===== config.mk =====
export PLATFORM = sky130hd
export DESIGN_NAME = branch_predict_unit
export DESIGN_NICKNAME = d
export VERILOG_FILES = /design/src/rtl/branch_predict_unit_pkg.sv /design/src/rtl/branch_predict_unit_bht.sv /design/src/rtl/branch_predict_unit.sv
export SDC_FILE = /design/constraint.sdc
export NUM_CORES = 1
export LEC_CHECK = 0
export ABC_CLOCK_PERIOD_IN_PS = 7800
export CAP_MARGIN = 20
export CORE_UTILIZATION = 50
export CTS_BUF_LIST = sky130_fd_sc_hd__clkbuf_4
export DETAILED_ROUTE_END_ITERATION = 8
export PLACE_DENSITY = 0.89
export RECOVER_POWER = 100
export SLEW_MARGIN = 10
export SYNTH_ARGS = -nofsm -noshare
export SYNTH_HDL_FRONTEND = slang
export SYNTH_HIERARCHICAL = 1
export SYNTH_SLANG_ARGS = --single-unit

===== constraint.sdc =====
create_clock -name clk -period 7.8 [get_ports clk]
set_clock_uncertainty 0.15 [all_clocks]
set_input_delay 2.34 -clock clk [delete_from_list [all_inputs] [get_ports clk]]
set_output_delay 2.34 -clock clk [all_outputs]
set_load 0.02 [all_outputs]

===== src/rtl/branch_predict_unit_pkg.sv =====
// Shared condition codes, 2-bit counter encodings and the counter update rule
// for the branch resolution / prediction block.
package branch_pkg;

    localparam logic [2:0] COND_BEQ  = 3'b000;
    localparam logic [2:0] COND_BNE  = 3'b001;
    localparam logic [2:0] COND_JMP  = 3'b010;
    localparam logic [2:0] COND_NOP  = 3'b011;
    localparam logic [2:0] COND_BLT  = 3'b100;
    localparam logic [2:0] COND_BGE  = 3'b101;
    localparam logic [2:0] COND_BLTU = 3'b110;
    localparam logic [2:0] COND_BGEU = 3'b111;

    localparam logic [1:0] SNT = 2'b00;
    localparam logic [1:0] WNT = 2'b01;
    localparam logic [1:0] WT  = 2'b10;
    localparam logic [1:0] ST  = 2'b11;

    localparam logic [1:0] BHT_RST = WNT;

    // Saturating up/down step of a 2-bit predictor counter.
    function automatic logic [1:0] ctr_next(input logic [1:0] c, input logic taken);
        if (taken) return (c == ST) ? ST : c + 2'd1;
        else       return (c == SNT) ? SNT : c - 2'd1;
    endfunction

endpackage


===== src/rtl/branch_predict_unit_bht.sv =====
// Direct-mapped table of 2-bit saturating counters: combinational read,
// synchronous update, synchronous active-low reset of every entry to WNT.
module bht_2bit
    import branch_pkg::*;
#(
    parameter int BHT_IDX = 4
) (
    input  logic               clk,
    input  logic               rst_n,
    input  logic [BHT_IDX-1:0] rd_idx,
    output logic [1:0]         rd_ctr,
    input  logic               wr_en,
    input  logic [BHT_IDX-1:0] wr_idx,
    input  logic               wr_taken
);

    localparam int DEPTH = 2 ** BHT_IDX;

    logic [1:0] tbl [DEPTH];

    // Read sees the stored value, so a same-cycle update is not forwarded.
    assign rd_ctr = tbl[rd_idx];

    always_ff @(posedge clk) begin
        if (!rst_n) begin
            for (int i = 0; i < DEPTH; i++) tbl[i] <= BHT_RST;
        end else if (wr_en) begin
            tbl[wr_idx] <= ctr_next(tbl[wr_idx], wr_taken);
        end
    end

endmodule


===== src/rtl/branch_predict_unit.sv =====
// EX-stage branch resolver with a 2-bit BHT: registered outcome, mispredict,
// flush and redirect one cycle after accept, plus a saturating mispredict count.
module branch_predict_unit
    import branch_pkg::*;
#(
    parameter int WIDTH     = 8,
    parameter int PC_WIDTH  = 8,
    parameter int BHT_IDX   = 4,
    parameter int PC_INC    = 1,
    parameter int CNT_WIDTH = 16
) (
    input  logic                 clk,
    input  logic                 rst_n,
    input  logic [PC_WIDTH-1:0]  if_pc,
    output logic                 if_pred_taken,
    input  logic                 ex_valid,
    input  logic                 ex_stall,
    input  logic [2:0]           ex_cond,
    input  logic [WIDTH-1:0]     ex_a,
    input  logic [WIDTH-1:0]     ex_b,
    input  logic [PC_WIDTH-1:0]  ex_pc,
    input  logic [PC_WIDTH-1:0]  ex_target,
    input  logic                 ex_pred_taken,
    output logic                 res_valid,
    output logic                 res_taken,
    output logic                 mispredict,
    output logic                 flush,
    output logic [PC_WIDTH-1:0]  redirect_pc,
    output logic [CNT_WIDTH-1:0] mispredict_cnt
);

    logic       accept;
    logic       taken;
    logic       mis;
    logic [1:0] if_ctr;

    // Only the index bits of each PC address the table.
    logic unused_pc_bits;
    assign unused_pc_bits = ^{if_pc[PC_WIDTH-1:BHT_IDX], ex_pc[PC_WIDTH-1:BHT_IDX], if_ctr[0]};

    assign accept        = ex_valid && !ex_stall;
    assign mis           = taken != ex_pred_taken;
    assign if_pred_taken = if_ctr[1];

    always_comb begin
        taken = 1'b0;
        case (ex_cond)
            COND_BEQ:  taken = ex_a == ex_b;
            COND_BNE:  taken = ex_a != ex_b;
            COND_JMP:  taken = 1'b1;
            COND_NOP:  taken = 1'b0;
            COND_BLT:  taken = $signed(ex_a) <  $signed(ex_b);
            COND_BGE:  taken = $signed(ex_a) >= $signed(ex_b);
            COND_BLTU: taken = ex_a <  ex_b;
            COND_BGEU: taken = ex_a >= ex_b;
            default:   taken = 1'b0;
        endcase
    end

    bht_2bit #(.BHT_IDX(BHT_IDX)) u_bht (
        .clk      (clk),
        .rst_n    (rst_n),
        .rd_idx   (if_pc[BHT_IDX-1:0]),
        .rd_ctr   (if_ctr),
        .wr_en    (accept),
        .wr_idx   (ex_pc[BHT_IDX-1:0]),
        .wr_taken (taken)
    );

    // Pulses drop every non-accept cycle; outcome and redirect hold.
    always_ff @(posedge clk) begin
        if (!rst_n) begin
            res_valid      <= 1'b0;
            res_taken      <= 1'b0;
            mispredict     <= 1'b0;
            flush          <= 1'b0;
            redirect_pc    <= '0;
            mispredict_cnt <= '0;
        end else begin
            res_valid  <= accept;
            mispredict <= accept && mis;
            flush      <= accept && mis;
            if (accept) begin
                res_taken   <= taken;
                redirect_pc <= taken ? ex_target : ex_pc + PC_WIDTH'(PC_INC);
                if (mis && mispredict_cnt != '1) mispredict_cnt <= mispredict_cnt + 1'b1;
            end
        end
    end

endmodule


==> flow_summary.json, run 1 <==
{
  "finalCritPeriodShare": 0.911,
  "relSlewSlack": 0.228,
  "dp_hpwl_um": 5850,
  "clkLatencyLatePin_ns": 0.41,
  "die_area_um2": 7250,
  "antenna_found_initial": 0,
  "num-nets-final": 482,
  "syn_inst": 360,
  "cts.reportedPaths.clkPinSlew_ns": 0.11,
  "grt_pass1_vias": 2944,
  "place_ws_ns": 0.762,
  "ctsHoldBuffers": 0,
  "critical_path_arrival_ns": 4.61,
  "status": "complete, no violations",
  "synth_warnings": 6,
  "min-delay-start": "res_taken$_SDFFE_PN0P_",
  "drt-total-wl_um": 8200,
  "worstMarginPinSlew_ns": 1.15,
  "mappedNetlistArea_um2": 3460,
  "period_needed_ns": 7.10,
  "htree_num_levels": 3,
  "rows": 29,
  "setup_viol": 0,
  "tritoncts": "done",
  "power.density_nw_per_um2": 159,
  "final_hold_viol_count": 0,
  "drcViolationCount": 0,
  "drt_iter0_drc": 236,
  "grt_pass1_wl_um": 13300,
  "cp-start-kind": "primary input",
  "placed_cell_area_um2": 4170,
  "maxCapViolations": 0,
  "grt_usage": 0.237,
  "crit_fanout": 4,
  "end_kind": "primary output",
  "cts-root-buf": "clkbuf_4",
  "setup_ws_ns": 0.695,
  "first_pass_iters": 6,
  "setup.worst_path.start": "if_pc[0]",
  "core_area_um2": 6490,
  "cts_buffers": 9,
  "timing.fmax_mhz": 141,
  "routedWlPerCell_um": 16.2,
  "drive_gt1_frac": 0.0699,
  "gp_congestion": 0.801,
  "ir_drop_uv": 82.1,
  "die_y_um": 85.2,
  "drt-vias-per-instance": 5.96,
  "start_util": 0.532,
  "hp-class": "register to register",
  "postLayoutCoreUtil": 0.658,
  "p_leak_nw": 1.62,
  "cts_sinks": 59,
  "slew_viol_final": 0,
  "vias": 3015,
  "grt_start_max_net_pins": 37,
  "hold_slack_ns": 0.313,
  "cp.required_ns": 5.31,
  "postCtsSetupBuffers": 0,
  "r2r-start": "mispredict_cnt[6]$_SDFFE_PN0P_",
  "fill_cells": 504,
  "rsz0062_at_grt": "false",
  "grt_overflow": 0,
  "port_buffers": 72,
  "setup_tns_ns": 0,
  "antennaDiodeCount": 0,
  "antenna_left": 0,
  "syn_nets": 418,
  "die_w_um": 85.2,
  "area_delta_synth_final_pct": 23.6,
  "worstSetupPathType": "primary input to primary output",
  "ios": 77,
  "cts.repair.resized": 0,
  "design_area_um2": 4270,
  "ctsLongestPathBuffers": 2,
  "syn_avg_cell_area_um2": 9.60
}
-- worst max-delay path, cell delays in order --
cell             delay (ns)
dlygate4sd3_1          0.69
mux4_2                 0.54
mux4_2                 0.48
clkdlybuf4s50_1        0.55
-- power by group --
group          internal [mW]  total, mW  switching (mW)
sequential             0.334      0.339         0.00440
combinational         0.0546      0.128          0.0733
clock                 0.0987      0.211           0.113
-- cell usage in the layout (no fill, tap or decap), types with 6 or more instances in the layout --
cell type / instances
nand2_1: 59
clkdlybuf4s50_1: 41
edfxtp_1: 32
dlygate4sd3_1: 31
nand3_1: 30
nor2_1: 28
dfxtp_1: 27
nand2b_1: 17
inv_1: 17
a21oi_1: 15
mux2i_1: 14
mux4_2: 13
nor3_1: 10
o21ai_0: 10
ha_1: 10
clkbuf_4: 10
nand4_1: 7
and3_1: 6
-- metrics by stage --
step           total power [mW]  instances
4_1_cts                   0.684        506
3_5_place_dp              0.478        490
5_1_grt                   0.705        506
2_1_floorplan             0.430        360
6_report                  0.678        506
3_3_place_gp              0.473        490
-- flip-flops by register name (all words and copies together), names as in the netlist --
signal and cells:
flush 1, mispredict_cnt 16, redirect_pc 8, res_taken 1, res_valid 1, u_bht/tbl 32
-- area by class of cell --
type	count	area, um^2	area share
multi-input cells	264	1750	0.410
flip-flops and latches	59	1500	0.351
repair buffers	73	728	0.170
well taps	77	96.3	0.0225
clock buffers	10	75.1	0.0176
inverters	17	63.8	0.0149
clock inverters	6	57.6	0.0135
-- metal layers --
layer / global-route usage / wire length, um / up-vias
met5: 0 / 0 / -
met4: 0.112 / 204 / 0
met3: 0.0584 / 625 / 24
met2: 0.409 / 4100 / 146
met1: 0.277 / 3260 / 1420
li1: - / - / 1425
-- path summary, 6_finish.rpt --
| kind | end | cells after the start | slack, ns |
|---|---|---|---|
| worst min register to register | res_taken$_SDFFE_PN0P_ | 2 | 0.31 |
| worst max register to register | mispredict_cnt[0]$_SDFFE_PN0P_ | 7 | 5.09 |
| worst max-delay path | if_pred_taken | 4 | 0.70 |
| worst min-delay path | res_taken$_SDFFE_PN0P_ | 2 | 0.31 |
No activity file was read; power rests on OpenSTA's default activity.
==> run 2: changes to the inputs <==
--- a/config.mk
+++ b/config.mk
@@ -6,11 +6,11 @@
 export NUM_CORES = 1
 export LEC_CHECK = 0
 export ABC_CLOCK_PERIOD_IN_PS = 7800
-export CAP_MARGIN = 20
-export CORE_UTILIZATION = 50
+export CORE_ASPECT_RATIO = 0.7
+export CORE_UTILIZATION = 47
 export CTS_BUF_LIST = sky130_fd_sc_hd__clkbuf_4
 export DETAILED_ROUTE_END_ITERATION = 8
-export PLACE_DENSITY = 0.89
+export PLACE_DENSITY = 0.85
 export RECOVER_POWER = 100
 export SLEW_MARGIN = 10
 export SYNTH_ARGS = -nofsm -noshare
==> flow_summary.json, run 2 (synthesized netlist as in run 1, its figures left out) <==
{
  "hp-class": "register to register",
  "postLayoutCoreUtil": 0.615,
  "cp-start-kind": "primary input",
  "power.density_nw_per_um2": 150,
  "crit_fanout": 4,
  "start_util": 0.498,
  "cts-root-buf": "clkbuf_4",
  "finalPower_uw": 642,
  "cts_sinks": 59,
  "antennaDiodeCount": 0,
  "die_y_um": 73.8,
  "grt_start_max_net_pins": 53,
  "max_stage_delay_ns": 0.71,
  "first_pass_iters": 4,
  "relSlewSlack": 0.254,
  "fill_cells": 578,
  "grt_overflow": 0,
  "largest_reg_flops": 32,
  "finalCritPeriodShare": 0.918,
  "num-nets-final": 482,
  "gp_congestion": 0.803,
  "regMostFlops": "u_bht/tbl",
  "register_area_um2": 1500,
  "cts_buffers": 9,
  "drive_gt1_frac": 0.0746,
  "clkLatencyLatePin_ns": 0.40,
  "tritoncts": "done",
  "drt_iter0_drc": 180,
  "end_kind": "primary output",
  "worstMarginPinSlew_ns": 1.11,
  "vias": 2960,
  "p_leak_nw": 1.62,
  "setup_tns_ns": 0,
  "htree_num_levels": 3,
  "final_hold_viol_count": 0,
  "cp_num_buf_inv": 2,
  "antenna_found_initial": 0,
  "worstSetupPathType": "primary input to primary output",
  "timing.fmax_mhz": 140,
  "rsz0062_at_grt": "false",
  "port_buffers": 72,
  "dp_hpwl_um": 6040,
  "final_cell_mix": "nand2_1 (59), clkdlybuf4s50_1 (41), edfxtp_1 (32), dlygate4sd3_1 (31), nand3_1 (30)",
  "grt_pass1_vias": 2782,
  "grt_usage": 0.223,
  "path_cells": "dlygate4sd3_1 > mux4_2 > mux4_2 > clkdlybuf4s50_1",
  "crit_top_cell": "mux4_2",
  "die_area_um2": 7710,
  "slew_viol_final": 0,
  "antenna_left": 0,
  "design_area_um2": 4270,
  "ctsHoldBuffers": 0,
  "ctsLongestPathBuffers": 2,
  "slowest_stage": "dlygate4sd3_1",
  "rows": 25,
  "setup_viol": 0,
  "routedWlPerCell_um": 15.4,
  "period_needed_ns": 7.16,
  "grt_pass1_wl_um": 13100,
  "maxCapViolations": 0,
  "reg_top3": "u_bht/tbl: 32 flops, mispredict_cnt: 16 flops, redirect_pc: 8 flops",
  "cp.required_ns": 5.31,
  "postCtsSetupBuffers": 0,
  "cp_top_family": "buffers and inverters",
  "critical_path_arrival_ns": 4.67,
  "layout_commonest_cell": "nand2_1",
  "area_delta_synth_final_pct": 23.5,
  "ir_drop_uv": 84.9,
  "cts.repair.resized": 0,
  "core_area_um2": 6940,
  "drt-vias-per-instance": 5.66,
  "drt-total-wl_um": 8080,
  "drcViolationCount": 0,
  "die_w_um": 105,
  "multi_input_area_um2": 1750,
  "placed_cell_area_um2": 4190,
  "cts.reportedPaths.clkPinSlew_ns": 0.10,
  "ios": 77,
  "status": "complete, no violations"
}
## run 2: path summary, 6_finish.rpt
check / from / endpoint / slack [ns] / depth (start not counted)
worst max-delay path: if_pc[0] / if_pred_taken / 0.64 / 4
worst min-delay path: res_taken$_SDFFE_PN0P_ / res_taken$_SDFFE_PN0P_ / 0.33 / 2
worst max register to register: mispredict_cnt[6]$_SDFFE_PN0P_ / mispredict_cnt[0]$_SDFFE_PN0P_ / 5.17 / 7
worst min register to register: res_taken$_SDFFE_PN0P_ / res_taken$_SDFFE_PN0P_ / 0.33 / 2
## run 2: worst min-delay path: stages, from the launching register on
cell     delay [ns]
dfxtp_1        0.33
nand2_1        0.06
a21oi_1        0.05
## run 2: layer usage
layer  wire (um)  track usage  up-vias
met5           0            0        -
met4         201        0.103        0
met3         509       0.0586       26
met2        3790        0.369      105
met1        3580        0.277     1404
li1            -            -     1425
## run 2: metrics by stage
stage | worst slack (ns) | hold WS [ns] | cells
floorplan | 1.67 | 0.385 | 360
global placement | 0.783 | 0.311 | 507
detailed placement | 0.705 | 0.319 | 507
CTS | 0.706 | 0.335 | 523
global route | 0.580 | 0.358 | 523
finish | 0.640 | 0.326 | 523
## run 2: cell type report
type | instances | area share
inverter | 17 | 0.0149
clock inverter | 6 | 0.00762
timing repair buffer | 73 | 0.171
sequential | 59 | 0.352
tap | 94 | 0.0275
multi-input combinational | 264 | 0.410
clock buffer | 10 | 0.0176
## run 2: where the power goes
group	internal, mW	switching, mW	total, mW
registers	0.334	0.00479	0.339
clock network	0.0662	0.110	0.176
logic	0.0546	0.0717	0.126
==> run 3: changes to the inputs <==
--- a/config.mk
+++ b/config.mk
@@ -7,8 +7,10 @@
 export LEC_CHECK = 0
 export ABC_CLOCK_PERIOD_IN_PS = 7800
 export CORE_ASPECT_RATIO = 0.7
+export CORE_MARGIN = 2
 export CORE_UTILIZATION = 47
 export CTS_BUF_LIST = sky130_fd_sc_hd__clkbuf_4
+export CTS_CLUSTER_SIZE = 40
 export DETAILED_ROUTE_END_ITERATION = 8
 export PLACE_DENSITY = 0.85
 export RECOVER_POWER = 100
==> flow_summary.json, run 3 (synthesized netlist as in run 1, its figures left out) <==
{
  "rsz0062_at_grt": "false",
  "setup.worst_path.start": "if_pc[0]",
  "drive_gt1_frac": 0.0699,
  "clkLatencyLatePin_ns": 0.41,
  "drt-vias-per-instance": 5.70,
  "regMostFlops": "u_bht/tbl",
  "relSlewSlack": 0.204,
  "ios": 77,
  "cp.required_ns": 5.31,
  "setup_viol": 0,
  "p_comb_frac": 0.186,
  "routedWlPerCell_um": 15.4,
  "worstSetupPathType": "primary input to primary output",
  "critical_path_arrival_ns": 4.63,
  "grt_start_max_net_pins": 53,
  "path_depth": 4,
  "setup_tns_ns": 0,
  "cp_num_buf_inv": 2,
  "num-nets-final": 482,
  "maxCapViolations": 0,
  "gp_congestion": 0.822,
  "tritoncts": "done",
  "die_area_um2": 8070,
  "period_needed_ns": 7.12,
  "clkPwrFrac": 0.315,
  "r2r_cells": 7,
  "placed_cell_area_um2": 4190,
  "r2r-start": "mispredict_cnt[6]$_SDFFE_PN0P_",
  "grt_pass1_vias": 2677,
  "htree_num_levels": 3,
  "max_stage_delay_ns": 0.70,
  "slew_viol_final": 0,
  "final_cell_mix": "nand2_1 (59), clkdlybuf4s50_1 (41), edfxtp_1 (32), dlygate4sd3_1 (31), nand3_1 (30)",
  "cts_sinks": 59,
  "cts_buffers": 9,
  "crit_top_cell": "mux4_2",
  "p_leak_nw": 1.63,
  "hp-class": "register to register",
  "postCtsSetupBuffers": 0,
  "holdPathStages": 2,
  "final_hold_viol_count": 0,
  "start_util": 0.479,
  "ir_drop_uv": 100,
  "antennaDiodeCount": 0,
  "p_sw_uw": 185,
  "timing.fmax_mhz": 140,
  "die_y_um": 75.8,
  "reg_top3": "u_bht/tbl: 32 flops, mispredict_cnt: 16 flops, redirect_pc: 8 flops",
  "ctsLongestPathBuffers": 2,
  "first_pass_iters": 4,
  "drt_iter0_drc": 188,
  "rows": 26,
  "swShare": 0.272,
  "drcViolationCount": 0,
  "largest_reg_flops": 32,
  "antenna_found_initial": 0,
  "grt_usage": 0.200,
  "die_w_um": 107,
  "worstMarginPinSlew_ns": 1.19,
  "ctsHoldBuffers": 0,
  "area_delta_synth_final_pct": 24.3,
  "port_buffers": 72,
  "cp_top_family": "buffers and inverters",
  "crit_fanout": 4,
  "sequentialPowerShare": 0.498,
  "power.density_nw_per_um2": 158,
  "cts-root-buf": "clkbuf_4",
  "design_area_um2": 4300,
  "core_area_um2": 7220,
  "status": "complete, no violations",
  "cts.reportedPaths.clkPinSlew_ns": 0.09,
  "cp-start-kind": "primary input",
  "grt_overflow": 0,
  "drt-total-wl_um": 8110,
  "min-delay-start": "res_taken$_SDFFE_PN0P_",
  "finalCritPeriodShare": 0.913,
  "path_cells": "dlygate4sd3_1 > mux4_2 > mux4_2 > clkdlybuf4s50_1",
  "dp_hpwl_um": 5880,
  "vias": 3002,
  "antenna_left": 0,
  "grt_pass1_wl_um": 12300,
  "end_kind": "primary output",
  "layout_commonest_cell": "nand2_1",
  "slowest_stage": "dlygate4sd3_1",
  "p_int_uw": 495,
  "cts.repair.resized": 0
}
## run 3: cell count changes in the layout (fill, tap and decap cells not counted)
cell	previous run	this run
or2_1	0	1
or2_0	1	0
clkinv_1	0	1
a211oi_2	1	0
a211oi_1	1	2
bufinv_16	0	1
clkinvlp_4	1	0
clkinv_2	5	2
clkbuf_4	10	12
## run 3: per-layer routing
| metal | vias up | share of wire | GRT usage |
|---|---|---|---|
| met4 | 0 | 0.019 | 0.0750 |
| met3 | 21 | 0.081 | 0.0607 |
| li1 | 1433 | - | - |
| met5 | - | 0 | 0 |
| met1 | 1419 | 0.43 | 0.253 |
| met2 | 129 | 0.47 | 0.330 |
## run 3: power groups by stage
| stage | sequential (mW) | clock, mW | combinational (mW) |
|---|---|---|---|
| 2_1_floorplan | 0.350 | 0 | 0.0802 |
| 3_3_place_gp | 0.346 | 0 | 0.128 |
| 3_5_place_dp | 0.346 | 0 | 0.131 |
| 4_1_cts | 0.339 | 0.220 | 0.132 |
| 5_1_grt | 0.340 | 0.233 | 0.137 |
| 6_report | 0.339 | 0.215 | 0.127 |
## run 3: final cells by class
| type | count | area (um^2) |
|---|---|---|
| Multi-Input combinational cell | 264 | 1750 |
| Clock buffer | 12 | 90.1 |
| Fill cell | 628 | 2930 |
| Sequential cell | 59 | 1500 |
| Tap cell | 98 | 123 |
| Inverter | 17 | 63.8 |
| Timing Repair Buffer | 73 | 728 |
| Clock inverter | 4 | 43.8 |
## run 3: through the flow
step | hold slack, ns | total power, mW | setup WS, ns | instances | util
CTS | 0.336 | 0.691 | 0.753 | 527 | 0.599
global route | 0.355 | 0.711 | 0.632 | 527 | 0.595
floorplan | 0.385 | 0.430 | 1.67 | 360 | -
finish | 0.329 | 0.680 | 0.681 | 527 | 0.595
global placement | 0.306 | 0.474 | 0.769 | 511 | 0.580
detailed placement | 0.319 | 0.478 | 0.753 | 511 | 0.580
## run 3: worst min-delay path: stages (launching register included)
cell and delay, ns:
dfxtp_1 0.33, nand2_1 0.06, a21oi_1 0.05
## run 3: final timing paths
kind                               endpoint  slack [ns]
max                           if_pred_taken        0.68
min                  res_taken$_SDFFE_PN0P_        0.33
max reg2reg  mispredict_cnt[1]$_SDFFE_PN0P_        5.06
min reg2reg          res_taken$_SDFFE_PN0P_        0.33
==> patch 1, RTL diff (settings of run 2) <==
Reset style: asynchronous (`rst_n`), changed in 2 clocked blocks. Comments in the files are not updated.
--- a/src/rtl/branch_predict_unit_bht.sv
+++ b/src/rtl/branch_predict_unit_bht.sv
@@ -22,5 +22,5 @@
     assign rd_ctr = tbl[rd_idx];
 
-    always_ff @(posedge clk) begin
+    always_ff @(posedge clk or negedge rst_n) begin
         if (!rst_n) begin
             for (int i = 0; i < DEPTH; i++) tbl[i] <= BHT_RST;
--- a/src/rtl/branch_predict_unit.sv
+++ b/src/rtl/branch_predict_unit.sv
@@ -69,5 +69,5 @@
 
     // Pulses drop every non-accept cycle; outcome and redirect hold.
-    always_ff @(posedge clk) begin
+    always_ff @(posedge clk or negedge rst_n) begin
         if (!rst_n) begin
             res_valid      <= 1'b0;
Behaviour: differs if rst_n is asserted again (counterexample within 4 cycles, from zero or initial values and one cycle with rst_n low); with rst_n held inactive, the same outputs for 4 cycles.
==> patch 1 against run 2 <==
- the run now ends with max-capacitance violations, max-slew violations left
- synthesized cell count decreased by 2.5%
- design area up 1.7%
- hold slack lost 3.4 ps
- worst setup slack better by 70 ps
- synthesized area grew 1.8%
- wire length rose by 2.2%
- sequential cell count is the same
- non-clock buffer count up 1
- via count grew 1.7%
- critical path depth unchanged
- critical path type unchanged
- critical endpoint unchanged
- largest cell class unchanged
Power is not compared: it rests on default switching activity, and its combinational part moved more than twofold at a synthesized area within 25%.
==> patch 1: results (changes against run 2) <==
Detail Route met3 WL: 703 um (+38%)
Synthesized instance count: 351 (-2.5%)
Proportion of layout cells with a drive suffix above 1: 0.110 (+0.0350)
Met3 track demand over resource: 0.0754 (+0.0168)
Root cell of the clock tree: clkbuf_4
Max_cap viols: 2 (+2)
Failing checks: max-capacitance violations, max-slew violations
Via/cell ratio: 5.76 (+1.7%)
Insertion delay to the later sink of the worst-skew pair: 430 ps (+30 ps)
CP arrival: 4600 ps (-70 ps)
Total chip power: 0.852 mW
Pin count of the biggest net entering global routing: 60 (+13%)
GP Congestion: 0.824 (+2.5%)
DRC violation total after the first TritonRoute iteration: 267 (+48%)
Final Max Tran Viols: 81 (+81)
Core box area: 6980 sq um (+0.45%)
Routed vias: 3011 (+1.7%)
DR pass1 iterations: 5 (+1)
Count of clock-net buffers in the final layout: 10 (unchanged)
Met1 Track Usage GR: 0.299 (+0.0225)
Inverters, non-clock: 11 (-6)
Area of all placed cells without fillers: 4340 sq um (+1.7%)
Via count of the first global-routing pass: 2839 (+2.0%)
Final routed wire length divided by cell count: 15.8 um (+2.2%)
Fillers: 574 (-0.69%)
Cell Area, Placed: 4310 sq um (+2.9%)
Final #Nets: 482 (unchanged)
Total track usage: 0.228 (+0.00519)
Result of the run: complete, but fails checks
Met1 layer wirelength in the final routing: 3.72 mm (+4.0%)
FF+latch count: 59 (unchanged)
Final antenna diode count: 0 (unchanged)
Proportion of cell area occupied by multi-input gates: 0.427 (+0.0165)
Synthesized net count: 409 (-2.2%)
Met2 Usage GRT: 0.360 (-0.00900)
Critical Path Max Stage Delay: 690 ps (-20 ps)
DP Wirelength: 5.96 mm (-1.3%)
Number of combinational gates with multiple inputs: 269 (+1.9%)
-- patch 1: worst paths after layout --
| kind | startpoint | endpoint | slack [ps] | cells after the start |
|---|---|---|---|---|
| min in group asynchronous | rst_n | u_bht/tbl[25]$_DFFE_PN0P_ | 2870 | 2 |
| worst min-delay path | u_bht/tbl[2]$_DFFE_PN1P_ | u_bht/tbl[2]$_DFFE_PN1P_ | 320 | 2 |
| max in group asynchronous | rst_n | redirect_pc[7]$_DFFE_PN0P_ | 2870 | 2 |
| worst max-delay path | if_pc[0] | if_pred_taken | 710 | 4 |
| worst min register to register | u_bht/tbl[2]$_DFFE_PN1P_ | u_bht/tbl[2]$_DFFE_PN1P_ | 320 | 2 |
| worst max register to register | mispredict_cnt[0]$_DFFE_PN0P_ | mispredict_cnt[1]$_DFFE_PN0P_ | 5160 | 8 |
-- patch 1: worst max-delay path: cells and delay by family --
kind / cells / cell delay [ps]
multiplexers: 2 / 1020
buffers and inverters: 2 / 1240
==> patch 2, RTL diff (flow settings as in run 2) <==
Made on the original files. `PC_WIDTH`: 8 -> 9.
--- a/src/rtl/branch_predict_unit.sv
+++ b/src/rtl/branch_predict_unit.sv
@@ -5,5 +5,5 @@
 #(
     parameter int WIDTH     = 8,
-    parameter int PC_WIDTH  = 8,
+    parameter int PC_WIDTH  = 9,
     parameter int BHT_IDX   = 4,
     parameter int PC_INC    = 1,
Ports: changed (resized ex_pc, ex_target, if_pc and redirect_pc); port bits go from 77 to 81. No check against the original RTL was run, so the function may have changed too.
==> patch 2 against run 2 <==
- non-clock buffer count is 3 higher
- via count is 3.8% higher
- power is 1.6% higher
- utilization is 0.88 points higher
- synthesized area is 0.72% higher
- sequential cell count is 1 higher
- sequential share of layout area hardly changed
- design area is 1.4% higher
- register-to-register slack better by 40 ps
- worst setup slack better by 88 ps
- wire length is 5.4% higher
- critical endpoint unchanged
==> patch 2: results (changes against run 2) <==
DR pass1 iterations: 5 (+1)
Number of H-tree levels: 3 (unchanged)
Number of design rule violations left after detail routing: 0 (unchanged)
DRC violation total after the first TritonRoute iteration: 259 (+44%)
Worst voltage drop across the vdd grid: 0.0959 mV (+13%)
Number of buffers inserted by port buffering: 75 (+4.2%)
Total track usage: 0.238 (+0.0152)
Buffers from clock root to sink, at most: 2 (unchanged)
GP Congestion: 0.829 (+3.1%)
Pin count of the biggest net entering global routing: 28 (-47%)
Result of the run: complete, no violations
Critical Path Max Stage Delay: 690 ps (-20 ps)
Hold Violations, Final: 0 (unchanged)
CP arrival: 4580 ps (-90 ps)
Critical Path Slowest Stage Cell: dlygate4sd3_1
Final antenna diode count: 0 (unchanged)
Registers with the most flip-flops: u_bht/tbl: 32 flops, mispredict_cnt: 16 flops, redirect_pc: 9 flops
Synthesized net count: 427 (+2.2%)
Antenna violations before repair: 0 (unchanged)
Postcts setup bufs: 0 (unchanged)
Final #Nets: 494 (+2.5%)
Internal power component: 0.463 mW (+1.6%)
Via count of the first global-routing pass: 3008 (+8.1%)
Insertion delay to the later sink of the worst-skew pair: 420 ps (+20 ps)
Path category of the worst min-delay check: reg -> reg
Worst slack at placement: 781 ps (+75.5 ps)
First-pass GRT wire length: 14.2 mm (+8.1%)
Leak: 1.58 nW (-2.3%)
Root cell of the clock tree: clkbuf_4
Total wire length: 8.51 mm (+5.4%)
Via/cell ratio: 5.78 (+2.1%)
Final routed wire length divided by cell count: 16.0 um (+3.6%)
Proportion of layout cells with a drive suffix above 1: 0.0776 (+0.00303)
Top fanout value on the critical path: 4 (unchanged)
Mean instance size in the synthesized netlist: 9.51 sq um (-0.93%)
DP Wirelength: 6.27 mm (+3.9%)
Number of clock buffers inserted by TritonCTS: 9 (unchanged)
Clock-pin transition on the worst setup and hold timing paths: 100 ps (about the same)
PostCTS Resize Cnt: 0 (unchanged)
Yosys synthesis warning count: 6 (unchanged)
Family with the most delay on the worst path: buffers and inverters
Placed cells: 516 (+1.8%)
Relative slew slack: 0.312 (+0.0576)
Fillers: 600 (+3.8%)
Flip-flop count of the largest register, all copies and words added: 32 (unchanged)
[patch 2: stage by stage]
| step | area [sq um] | power [mW] |
|---|---|---|
| floorplan | 3480 | 0.433 |
| global placement | 4240 | 0.479 |
| detailed placement | 4240 | 0.484 |
| CTS | 4350 | 0.660 |
| global route | 4330 | 0.678 |
| finish | 4330 | 0.652 |
[patch 2: area by class of cell]
| cell class | count | area, sq um | area share |
|---|---|---|---|
| clock buffers | 10 | 75.1 | 0.0173 |
| clock inverters | 6 | 30.0 | 0.00693 |
| inverters | 18 | 67.6 | 0.0156 |
| multi-input cells | 268 | 1770 | 0.408 |
| flip-flops and latches | 60 | 1520 | 0.351 |
| well taps | 94 | 118 | 0.0272 |
| repair buffers | 76 | 754 | 0.174 |
[patch 2: power groups by stage]
stage | combinational, mW | sequential (mW) | clock [mW]
after floorplan | 0.0771 | 0.356 | 0
after global placement | 0.127 | 0.352 | 0
after detailed placement | 0.131 | 0.353 | 0
after CTS | 0.132 | 0.345 | 0.183
after global routing | 0.140 | 0.346 | 0.192
final | 0.128 | 0.345 | 0.179
[patch 2: final timing paths]
kind                                  start                              to  slack (ps)  depth (start not counted)
max                                if_pc[0]                   if_pred_taken         730                          4
max reg2reg  mispredict_cnt[2]$_SDFFE_PN0P_  mispredict_cnt[4]$_SDFFE_PN0P_        5210                          8
min             redirect_pc[2]$_SDFFE_PN0P_     redirect_pc[2]$_SDFFE_PN0P_         310                          2
min reg2reg     redirect_pc[2]$_SDFFE_PN0P_     redirect_pc[2]$_SDFFE_PN0P_         310                          2
[patch 2: layer usage]
| metal | track usage | wire length, um |
|---|---|---|
| met1 | 0.292 | 3560 |
| met2 | 0.422 | 4260 |
| met3 | 0.0561 | 537 |
| met4 | 0.0829 | 161 |
| met5 | 0 | 0 |
[patch 2: worst register-to-register path, stage by stage, from the launching register on]
cell,delay [ps]
dfxtp_1,370
and3_1,190
and3_1,240
and3_1,200
nand3_1,110
nand3_1,80
mux2_1,570
or3_1,460
a21oi_1,150
